$ cat src/rtl/ysyx_22041211_ifid_buffer_pkg.sv
// Shared definitions for the IF/ID elastic buffer.
//   ifid_state_e : buffer occupancy state (EMPTY / ONE / TWO; 2'b11 is illegal)
//   IFID_NOP     : instruction the decode stage uses while out_valid_o is low
package ysyx_22041211_ifid_buffer_pkg;

  typedef enum logic [1:0] {
    IFID_EMPTY = 2'b00,
    IFID_ONE   = 2'b01,
    IFID_TWO   = 2'b10
  } ifid_state_e;

  localparam logic [31:0] IFID_NOP = 32'h00000013;

endpackage

$ cat src/rtl/ysyx_22041211_ifid_buffer_if.sv
// Fetch/decode handshake bundle for the IF/ID buffer.
//   flush_i                          : redirect, drop everything buffered and incoming
//   in_valid_i / in_ready_o          : fetch-side handshake carrying in_pc_i / in_inst_i
//   out_valid_o / out_ready_i        : decode-side handshake carrying out_pc_o / out_inst_o
// Modports: slave = the buffer, master = the fetch/decode environment driving it.
interface ysyx_22041211_ifid_buffer_if #(
  parameter int ADDR_WIDTH = 32,
  parameter int DATA_WIDTH = 32
);
  logic                  flush_i;
  logic                  in_valid_i;
  logic                  in_ready_o;
  logic [ADDR_WIDTH-1:0] in_pc_i;
  logic [DATA_WIDTH-1:0] in_inst_i;
  logic                  out_valid_o;
  logic                  out_ready_i;
  logic [ADDR_WIDTH-1:0] out_pc_o;
  logic [DATA_WIDTH-1:0] out_inst_o;

  modport slave (
    input  flush_i, in_valid_i, in_pc_i, in_inst_i, out_ready_i,
    output in_ready_o, out_valid_o, out_pc_o, out_inst_o
  );

  modport master (
    output flush_i, in_valid_i, in_pc_i, in_inst_i, out_ready_i,
    input  in_ready_o, out_valid_o, out_pc_o, out_inst_o
  );
endinterface

$ cat src/rtl/ysyx_22041211_ifid_entry_reg.sv
// Load-enabled register holding one {pc, inst} entry of the IF/ID buffer.
//   clk, rst : clock, synchronous active-high reset (clears the entry to 0)
//   load     : capture d on this edge
//   d / q    : entry in / entry out, WIDTH bits
module ysyx_22041211_ifid_entry_reg #(
  parameter int WIDTH = 64
) (
  input  logic             clk,
  input  logic             rst,
  input  logic             load,
  input  logic [WIDTH-1:0] d,
  output logic [WIDTH-1:0] q
);

  // NOTE: sequential state uses non-blocking assignments so every flop
  // samples pre-edge values regardless of process evaluation order.
  // NOTE: the entry is cleared on reset because out_pc_o/out_inst_o must
  // read 0 out of reset; a plain data register would otherwise skip reset.
  always_ff @(posedge clk) begin
    if (rst) begin
      q <= '0;
    end else if (load) begin
      q <= d;
    end
  end

endmodule

$ cat src/rtl/ysyx_22041211_ifid_buffer.sv
// Two-entry elastic buffer (main + skid) between fetch and decode.
// Decode sees the main entry straight from flops; the skid entry absorbs the
// one instruction fetch may push in the cycle decode stalls, so in_ready_o
// depends on state only and never on out_ready_i.
// Ports:
//   clk, rst : clock, synchronous active-high reset
//   bus      : ysyx_22041211_ifid_buffer_if.slave (flush, in/out handshakes)
// Optional build macro YSYX_22041211_IFID_PERF_EN adds 32-bit wrapping counters:
//   perf_stall_cnt_o      : cycles with out_valid_o & ~out_ready_i
//   perf_bubble_cnt_o     : cycles with ~out_valid_o outside reset
//   perf_flush_drop_cnt_o : entries discarded by flushes (buffered + incoming)
module ysyx_22041211_ifid_buffer
  import ysyx_22041211_ifid_buffer_pkg::*;
#(
  parameter int ADDR_WIDTH = 32,
  parameter int DATA_WIDTH = 32
) (
  input  logic        clk,
  input  logic        rst,
  ysyx_22041211_ifid_buffer_if.slave bus
`ifdef YSYX_22041211_IFID_PERF_EN
  ,
  output logic [31:0] perf_stall_cnt_o,
  output logic [31:0] perf_bubble_cnt_o,
  output logic [31:0] perf_flush_drop_cnt_o
`endif
);

  localparam int ENTRY_W = ADDR_WIDTH + DATA_WIDTH;

  ifid_state_e        state_q;
  ifid_state_e        state_d;
  logic               in_fire;
  logic               out_fire;
  logic               main_load;
  logic               main_from_skid;
  logic               skid_load;
  logic [ENTRY_W-1:0] in_entry;
  logic [ENTRY_W-1:0] main_d;
  logic [ENTRY_W-1:0] main_q;
  logic [ENTRY_W-1:0] skid_q;

  assign bus.in_ready_o  = (state_q != IFID_TWO) & ~rst;
  assign bus.out_valid_o = (state_q != IFID_EMPTY);

  assign in_fire  = bus.in_valid_i & bus.in_ready_o & ~bus.flush_i;
  assign out_fire = bus.out_valid_o & bus.out_ready_i;

  always_ff @(posedge clk) begin
    if (rst) begin
      state_q <= IFID_EMPTY;
    end else begin
      state_q <= state_d;
    end
  end

  // NOTE: every output of this block gets a default first, so no path
  // leaves a signal unassigned and no latch is inferred.
  always_comb begin
    state_d        = state_q;
    main_load      = 1'b0;
    main_from_skid = 1'b0;
    skid_load      = 1'b0;
    if (bus.flush_i) begin
      // Only the state clears; stale data stays in the entry registers.
      state_d = IFID_EMPTY;
    end else begin
      case (state_q)
        IFID_EMPTY: begin
          if (in_fire) begin
            main_load = 1'b1;
            state_d   = IFID_ONE;
          end
        end
        IFID_ONE: begin
          if (in_fire && out_fire) begin
            main_load = 1'b1;
          end else if (in_fire) begin
            skid_load = 1'b1;
            state_d   = IFID_TWO;
          end else if (out_fire) begin
            state_d = IFID_EMPTY;
          end
        end
        IFID_TWO: begin
          // in_ready_o is low here, so only the drain case exists.
          if (out_fire) begin
            main_load      = 1'b1;
            main_from_skid = 1'b1;
            state_d        = IFID_ONE;
          end
        end
        default: state_d = IFID_EMPTY;  // illegal 2'b11 recovers
      endcase
    end
  end

  assign in_entry = {bus.in_pc_i, bus.in_inst_i};
  assign main_d   = main_from_skid ? skid_q : in_entry;

  ysyx_22041211_ifid_entry_reg #(.WIDTH(ENTRY_W)) u_main (
    .clk  (clk),
    .rst  (rst),
    .load (main_load),
    .d    (main_d),
    .q    (main_q)
  );

  ysyx_22041211_ifid_entry_reg #(.WIDTH(ENTRY_W)) u_skid (
    .clk  (clk),
    .rst  (rst),
    .load (skid_load),
    .d    (in_entry),
    .q    (skid_q)
  );

  assign bus.out_pc_o   = main_q[ENTRY_W-1 -: ADDR_WIDTH];
  assign bus.out_inst_o = main_q[DATA_WIDTH-1:0];

`ifdef YSYX_22041211_IFID_PERF_EN
  logic [1:0]  live_cnt;
  logic [31:0] drop_add;

  always_comb begin
    live_cnt = 2'd0;
    case (state_q)
      IFID_ONE: live_cnt = 2'd1;
      IFID_TWO: live_cnt = 2'd2;
      default:  live_cnt = 2'd0;
    endcase
  end

  // An entry decode takes in the flush cycle is consumed, not dropped.
  assign drop_add = 32'(live_cnt) - 32'(out_fire) + 32'(bus.in_valid_i);

  always_ff @(posedge clk) begin
    if (rst) begin
      perf_stall_cnt_o      <= '0;
      perf_bubble_cnt_o     <= '0;
      perf_flush_drop_cnt_o <= '0;
    end else begin
      if (bus.out_valid_o && !bus.out_ready_i) begin
        perf_stall_cnt_o <= perf_stall_cnt_o + 32'd1;
      end
      if (!bus.out_valid_o) begin
        perf_bubble_cnt_o <= perf_bubble_cnt_o + 32'd1;
      end
      if (bus.flush_i) begin
        perf_flush_drop_cnt_o <= perf_flush_drop_cnt_o + drop_add;
      end
    end
  end
`endif

endmodule

$ cat src/flat_wrapper.sv
// flat-port wrapper written by rule: the top's interface ports become plain ports
module ysyx_22041211_ifid_buffer_flat import ysyx_22041211_ifid_buffer_pkg::*;
#(
  parameter int ADDR_WIDTH = 32,
  parameter int DATA_WIDTH = 32
)
  (clk, rst, bus_flush_i, bus_in_valid_i, bus_in_pc_i, bus_in_inst_i, bus_out_ready_i, bus_in_ready_o, bus_out_valid_o, bus_out_pc_o, bus_out_inst_o);
  ysyx_22041211_ifid_buffer_if #(.ADDR_WIDTH(ADDR_WIDTH), .DATA_WIDTH(DATA_WIDTH)) bus_i ();
  input  logic clk;
  input  logic rst;
  input wire logic [$bits(bus_i.flush_i)-1:0] bus_flush_i;
  input wire logic [$bits(bus_i.in_valid_i)-1:0] bus_in_valid_i;
  input wire logic [$bits(bus_i.in_pc_i)-1:0] bus_in_pc_i;
  input wire logic [$bits(bus_i.in_inst_i)-1:0] bus_in_inst_i;
  input wire logic [$bits(bus_i.out_ready_i)-1:0] bus_out_ready_i;
  output wire logic [$bits(bus_i.in_ready_o)-1:0] bus_in_ready_o;
  output wire logic [$bits(bus_i.out_valid_o)-1:0] bus_out_valid_o;
  output wire logic [$bits(bus_i.out_pc_o)-1:0] bus_out_pc_o;
  output wire logic [$bits(bus_i.out_inst_o)-1:0] bus_out_inst_o;
  assign bus_i.flush_i = bus_flush_i;
  assign bus_i.in_valid_i = bus_in_valid_i;
  assign bus_i.in_pc_i = bus_in_pc_i;
  assign bus_i.in_inst_i = bus_in_inst_i;
  assign bus_i.out_ready_i = bus_out_ready_i;
  assign bus_in_ready_o = bus_i.in_ready_o;
  assign bus_out_valid_o = bus_i.out_valid_o;
  assign bus_out_pc_o = bus_i.out_pc_o;
  assign bus_out_inst_o = bus_i.out_inst_o;
  ysyx_22041211_ifid_buffer #(.ADDR_WIDTH(ADDR_WIDTH), .DATA_WIDTH(DATA_WIDTH)) u_core (.clk(clk), .rst(rst), .bus(bus_i));
endmodule
$ cat config.mk
export PLATFORM = sky130hd
export DESIGN_NAME = ysyx_22041211_ifid_buffer_flat
export DESIGN_NICKNAME = d
export VERILOG_FILES = /design/src/rtl/ysyx_22041211_ifid_buffer_pkg.sv /design/src/rtl/ysyx_22041211_ifid_buffer_if.sv /design/src/rtl/ysyx_22041211_ifid_entry_reg.sv /design/src/rtl/ysyx_22041211_ifid_buffer.sv /design/src/flat_wrapper.sv
export SDC_FILE = /design/constraint.sdc
export NUM_CORES = 1
export LEC_CHECK = 0
export BUFFER_PORTS_ARGS = -buffer_cell sky130_fd_sc_hd__buf_2
export CAP_MARGIN = 10
export CORE_MARGIN = 10
export CORE_UTILIZATION = 30
export CTS_CLUSTER_SIZE = 10
export DETAILED_ROUTE_END_ITERATION = 12
export SLEW_MARGIN = 0
export SYNTH_ARGS = -nofsm -noshare
export SYNTH_HDL_FRONTEND = slang
export SYNTH_SLANG_ARGS = --single-unit
$ cat constraint.sdc
create_clock -name clk -period 2 [get_ports clk]
set_input_delay 0.2 -clock clk [delete_from_list [all_inputs] [get_ports clk]]
set_output_delay 0.2 -clock clk [all_outputs]
set_load 0.03 [all_outputs]
==> results of run 1 <==
## how the worst max path moves through the flow
stage / to / cells after the start
global route: u_core.u_main.q[63]$_SDFFE_PP0P_ / 4
finish: u_core.u_main.q[44]$_SDFFE_PP0P_ / 4
CTS: u_core.u_main.q[44]$_SDFFE_PP0P_ / 4
global placement: u_core.u_main.q[63]$_SDFFE_PP0P_ / 4
detailed placement: u_core.u_main.q[44]$_SDFFE_PP0P_ / 4
floorplan: u_core.u_skid.q[27]$_SDFFE_PP0P_ / 5
## cells in the mapped netlist (2+ instances only)
library cell | n | area [um2]
buf_6 | 20 | 225
a221oi_1 | 4 | 35.0
buf_2 | 23 | 115
nor2_1 | 67 | 251
o21ai_1 | 60 | 300
nand2b_1 | 2 | 12.5
a21oi_1 | 67 | 335
clkbuf_1 | 22 | 82.6
nand3_1 | 64 | 320
buf_1 | 3 | 11.3
o21ai_0 | 4 | 20.0
nand2_1 | 2 | 7.51
a221oi_2 | 60 | 901
mux2i_1 | 64 | 641
buf_4 | 2 | 15.0
dfxtp_1 | 130 | 2600
nor2b_1 | 2 | 12.5
## report_power, final
group          internal (W)  leakage [nW]  switching, W
logic              0.000250          1.80      0.000488
registers           0.00267          1.06     0.0000400
clock network       0.00210         0.298       0.00110
## worst max-delay path: stages (launching register included)
cell	delay, ns
dfxtp_1	0.54
and4bb_2	0.32
buf_4	0.47
nor2_1	0.11
a221oi_2	0.22
## sequential cells by signal, summed over array words and instances, names as in the netlist
register,count
u_core.u_main.q,64
u_core.u_skid.q,64
u_core.state_q,2
## final cells by class
| type | count | area, um2 | share of cell area (%) |
|---|---|---|---|
| clock buffer | 24 | 502 | 6.72 |
| multi-input combinational | 406 | 2970 | 39.8 |
| clock inverter | 5 | 100 | 1.34 |
| inverter | 1 | 3.75 | 0.0503 |
| sequential | 130 | 2600 | 34.9 |
| tap | 265 | 332 | 4.44 |
| timing repair buffer | 152 | 950 | 12.7 |
## cell families after synthesis
logic type	count (synthesis)	share of synthesized area, %
mux	64	10.7
flops	130	43.5
simple gates	145	11.3
buf+inv	71	7.57
compound gates	197	26.9
## metrics by stage
step           instance area, um2  utilization (%)  worst slack [ns]
5_1_grt                      7460             38.2            0.0886
3_5_place_dp                 6860             35.1             0.229
6_report                     7460             38.2             0.229
2_1_floorplan                5980                -             0.543
4_1_cts                      7460             38.2             0.211
3_3_place_gp                 6860             35.1             0.258
## per-layer routing
| metal | global-route usage [%] | routed length, um | vias up |
|---|---|---|---|
| met5 | 0 | 0 | - |
| met4 | 4.09 | 162 | 0 |
| met3 | 3.69 | 893 | 9 |
| met2 | 22.1 | 8610 | 119 |
| met1 | 16.8 | 8060 | 2415 |
| li1 | - | - | 2459 |
==> flow_summary.yaml, run 1 <==
outcome:
  status: "completed"
logic_synthesis:
  synth_edf_count: 0
  ys_types: 28
  yosys_register_bits: 130
  yosys_most_used_dff: "dfxtp_1"
  avgSynthCellArea_um2: 9.85
  netlist_area_um2: 5980
  synth-async-reset-ratio_pct: 0
  ys_seq_area_share_pct: 43.5
  syn_inst: 607
  yosysWarnings: 0
  synth.net_count: 676
die:
  die-height_um: 161
  core-area_um2: 19500
  fp.dieW_um: 161
  rows: 51
  die_area_um2: 26000
  io_pins: 135
  start_util_pct: 30.6
cts:
  clkSlewWorstSetupHoldPaths_ns: 0.06
  cts_tree: "done"
  root_buffer: "clkbuf_16"
  cts_setup_buffers: 0
  cts_made_buffers: 17
  cts_max_path_buffers: 2
  ctsHoldBuffers: 0
  htreeDepth: 4
  cts_resized: 0
  cts_sinks: 130
  clock_latency_ns: 0.41
run:
  cap_viol_max_count: 0
drt:
  routed_via_density: 5.09
  post_drt_wl_per_cell_um: 18.0
  drt_iter0_drc: 291
  firstDrtPassIters: 4
  wl_um: 17700
  drc: 0
  vias: 5002
  drtAntennaViolNets: 0
place:
  placedCellCount: 954
  dpl.hpwl_um: 11200
  portBuffers: 134
  gp_congestion: 0.695
min_path:
  hold_depth: 3
  hold_class: "in2reg"
  min_from: "bus_in_inst_i[22]"
  min_to: "u_core.u_skid.q[22]$_SDFFE_PP0P_"
timing:
  max_freq_mhz: 565
  setup_viol: 0
  rsz0062_at_grt: "no"
  tns_ns: 0
  fin_skew_ns: 0.0119
  holdWs_ns: 0.0483
  slew_viol_final: 0
  fin_crit_ns: 1.77
  hold_viol_final: 0
  worst_slew_pin_slew_ns: 0.891
  slew_headroom_pct: 40.6
  fin_crit_sh_pct: 88.6
pwr:
  irDropWorstVdd_uv: 521
  power_leakage_nw: 3.16
  powerDensity_nw_per_um2: 891
  power_w: 0.00665
finish:
  nets: 777
  antenna-diode-count: 0
  layout_common_cells: "buf_2 (133), dfxtp_1 (130), nor2_1 (67), a21oi_1 (67)"
  drive_above_1_share_pct: 34.5
  nFillCells: 1987
  area_growth_pct: 24.8
  final_common_cell: "buf_2"
  stdcell_count: 983
global_route:
  antenna_found_initial: 0
  grt-ovfl-total: 0
  grtUsageTotal_pct: 13.4
  grt_max_degree: 65
  grt_pass1_wl_um: 28700
  grt_pass1_vias: 5200
setup_path:
  worstPathArrival_ns: 2.08
  critPathMaxFanout: 43
  critPathCaptureType: "flop"
  r2r_end: "u_core.u_main.q[44]$_SDFFE_PP0P_"
  critical_path.startpoint: "u_core.state_q[1]$_SDFFE_PP0P_"
  start_kind: "flop"
  path_class: "reg2reg"
  cp.required_ns: 2.31
  ff2ff_setup_slack_ns: 0.23
  r2r_cells: 4
  r2r-start: "u_core.state_q[1]$_SDFFE_PP0P_"
No activity file was read; power rests on OpenSTA's default activity.
==> inputs of run 2 (changes only) <==
- CTS_BUF_LIST: not set -> sky130_fd_sc_hd__clkbuf_8
==> run 2 against run 1 <==
Compared with the run above: power decreased by 11%; die area unchanged; sequential power about the same; cell count increased by 5.0%; critical path type is now in2reg; largest power group is now sequential cells.
==> flow_summary.yaml, run 2 (synthesis results as in run 1) <==
outcome:
  status: "completed"
drt:
  wl_um: 18100
  drtAntennaViolNets: 0
  drt_iter0_drc: 300
  post_drt_wl_per_cell_um: 17.6
  routed_via_density: 5.04
  firstDrtPassIters: 4
  vias: 5206
  drc: 0
die:
  core-area_um2: 19500
  fp.dieW_um: 161
  io_pins: 135
  start_util_pct: 30.6
  die_area_um2: 26000
  rows: 51
  die-height_um: 161
run:
  cap_viol_max_count: 0
setup_path:
  worstPathArrival_ns: 2.07
  critical_path.startpoint: "rst"
  r2r-start: "u_core.state_q[1]$_SDFFE_PP0P_"
  path_class: "in2reg"
  critPathCaptureType: "flop"
  r2r_cells: 4
  critPathMaxFanout: 26
  start_kind: "input port"
  cp.required_ns: 2.28
pwr:
  power_leakage_nw: 3.28
  powerDensity_nw_per_um2: 760
  irDropWorstVdd_uv: 371
finish:
  area_growth_pct: 29.8
  drive_above_1_share_pct: 32.3
  top_regs: "u_core.u_main.q x64, u_core.u_skid.q x64, u_core.state_q x2"
  nFillCells: 1963
  layout_common_cells: "buf_2 (133), dfxtp_1 (130), nor2_1 (67), a21oi_1 (67)"
  antenna-diode-count: 0
  stdcell_count: 1032
  final_common_cell: "buf_2"
  final_area_um2: 7760
  nets: 826
min_path:
  hold_class: "in2reg"
  hold_depth: 3
  min_from: "bus_in_pc_i[23]"
timing:
  tns_ns: 0
  worst_slew_pin_slew_ns: 0.894
  slew_headroom_pct: 40.4
  fin_crit_sh_pct: 89.4
  fin_crit_ns: 1.79
  hold_viol_final: 0
  rsz0062_at_grt: "no"
  setup_viol: 0
  holdWs_ns: 0.0414
  slew_viol_final: 0
  max_freq_mhz: 559
  fin_skew_ns: 0.00530
cts:
  root_buffer: "clkbuf_8"
  cts_max_path_buffers: 2
  cts_tree: "done"
  htreeDepth: 4
  cts_sinks: 130
  clock_latency_ns: 0.43
  cts_resized: 0
  clkSlewWorstSetupHoldPaths_ns: 0.07
  cts_made_buffers: 17
global_route:
  grt_pass1_wl_um: 29500
  antenna_found_initial: 0
  grt_pass1_vias: 5415
  grt_max_degree: 65
  grtUsageTotal_pct: 13.8
  grt-ovfl-total: 0
place:
  dpl_cell_area_um2: 6860
  gp_congestion: 0.695
  portBuffers: 134
  placedCellCount: 954
  dpl.hpwl_um: 11200
[run 2: cell count changes in the layout (fill, tap and decap cells not counted), sizes merged]
| cell | change |
|---|---|
| clkbuf | -2 |
| dlygate4sd3 | +49 |
| inv | +2 |
[run 2: through the flow]
stage | utilization [%] | total power (W) | worst slack [ns]
after floorplan | - | 0.00324 | 0.543
after global placement | 35.1 | 0.00351 | 0.258
after detailed placement | 35.1 | 0.00351 | 0.229
after CTS | 39.7 | 0.00600 | 0.205
after global routing | 39.7 | 0.00618 | 0.0865
final | 39.7 | 0.00590 | 0.211
[run 2: critical path, stage by stage]
cell	delay, ns
dlygate4sd3_1	0.55
buf_6	0.17
or4b_4	0.67
buf_12	0.23
o21ai_0	0.15
a21oi_1	0.08
[run 2: path summary, 6_finish.rpt]
path	to	slack, ns
max	u_core.u_skid.q[24]$_SDFFE_PP0P_	0.21
min	u_core.u_skid.q[55]$_SDFFE_PP0P_	0.04
max reg2reg	u_core.u_main.q[34]$_SDFFE_PP0P_	0.22
min reg2reg	u_core.u_skid.q[2]$_SDFFE_PP0P_	0.48
[run 2: layout make-up]
type	instances	area (um2)	area share (%)
multi-input cells	406	2970	38.3
repair buffers	201	1440	18.6
inverters	1	3.75	0.0484
clock inverters	7	108	1.39
clock buffers	22	303	3.90
well taps	265	332	4.27
flip-flops and latches	130	2600	33.5
[run 2: repair_timing]
| action | 4_1_cts | 5_1_grt |
|---|---|---|
| hold buffers | 49 | 0 |
| endpoints found under the hold margin | 52 | 0 |
| endpoints found under the setup margin | 0 | 0 |
| buffers inserted | 0 | 0 |
[run 2: where the power goes]
group / switching (W) / leakage, nW / internal, W / total [W]
clock: 0.00101 / 0.219 / 0.00137 / 0.00238
combinational: 0.000502 / 2.01 / 0.000313 / 0.000814
sequential: 0.0000399 / 1.06 / 0.00267 / 0.00270
[run 2: routing by layer]
metal | GRT usage [%] | vias to the layer above | routed length [um] | share of wire [%]
met4 | 3.76 | 0 | 185 | 1.0
met5 | 0 | - | 0 | 0
met1 | 17.3 | 2521 | 8210 | 45
li1 | - | 2550 | - | -
met3 | 4.25 | 11 | 1000 | 5.5
met2 | 22.6 | 124 | 8740 | 48
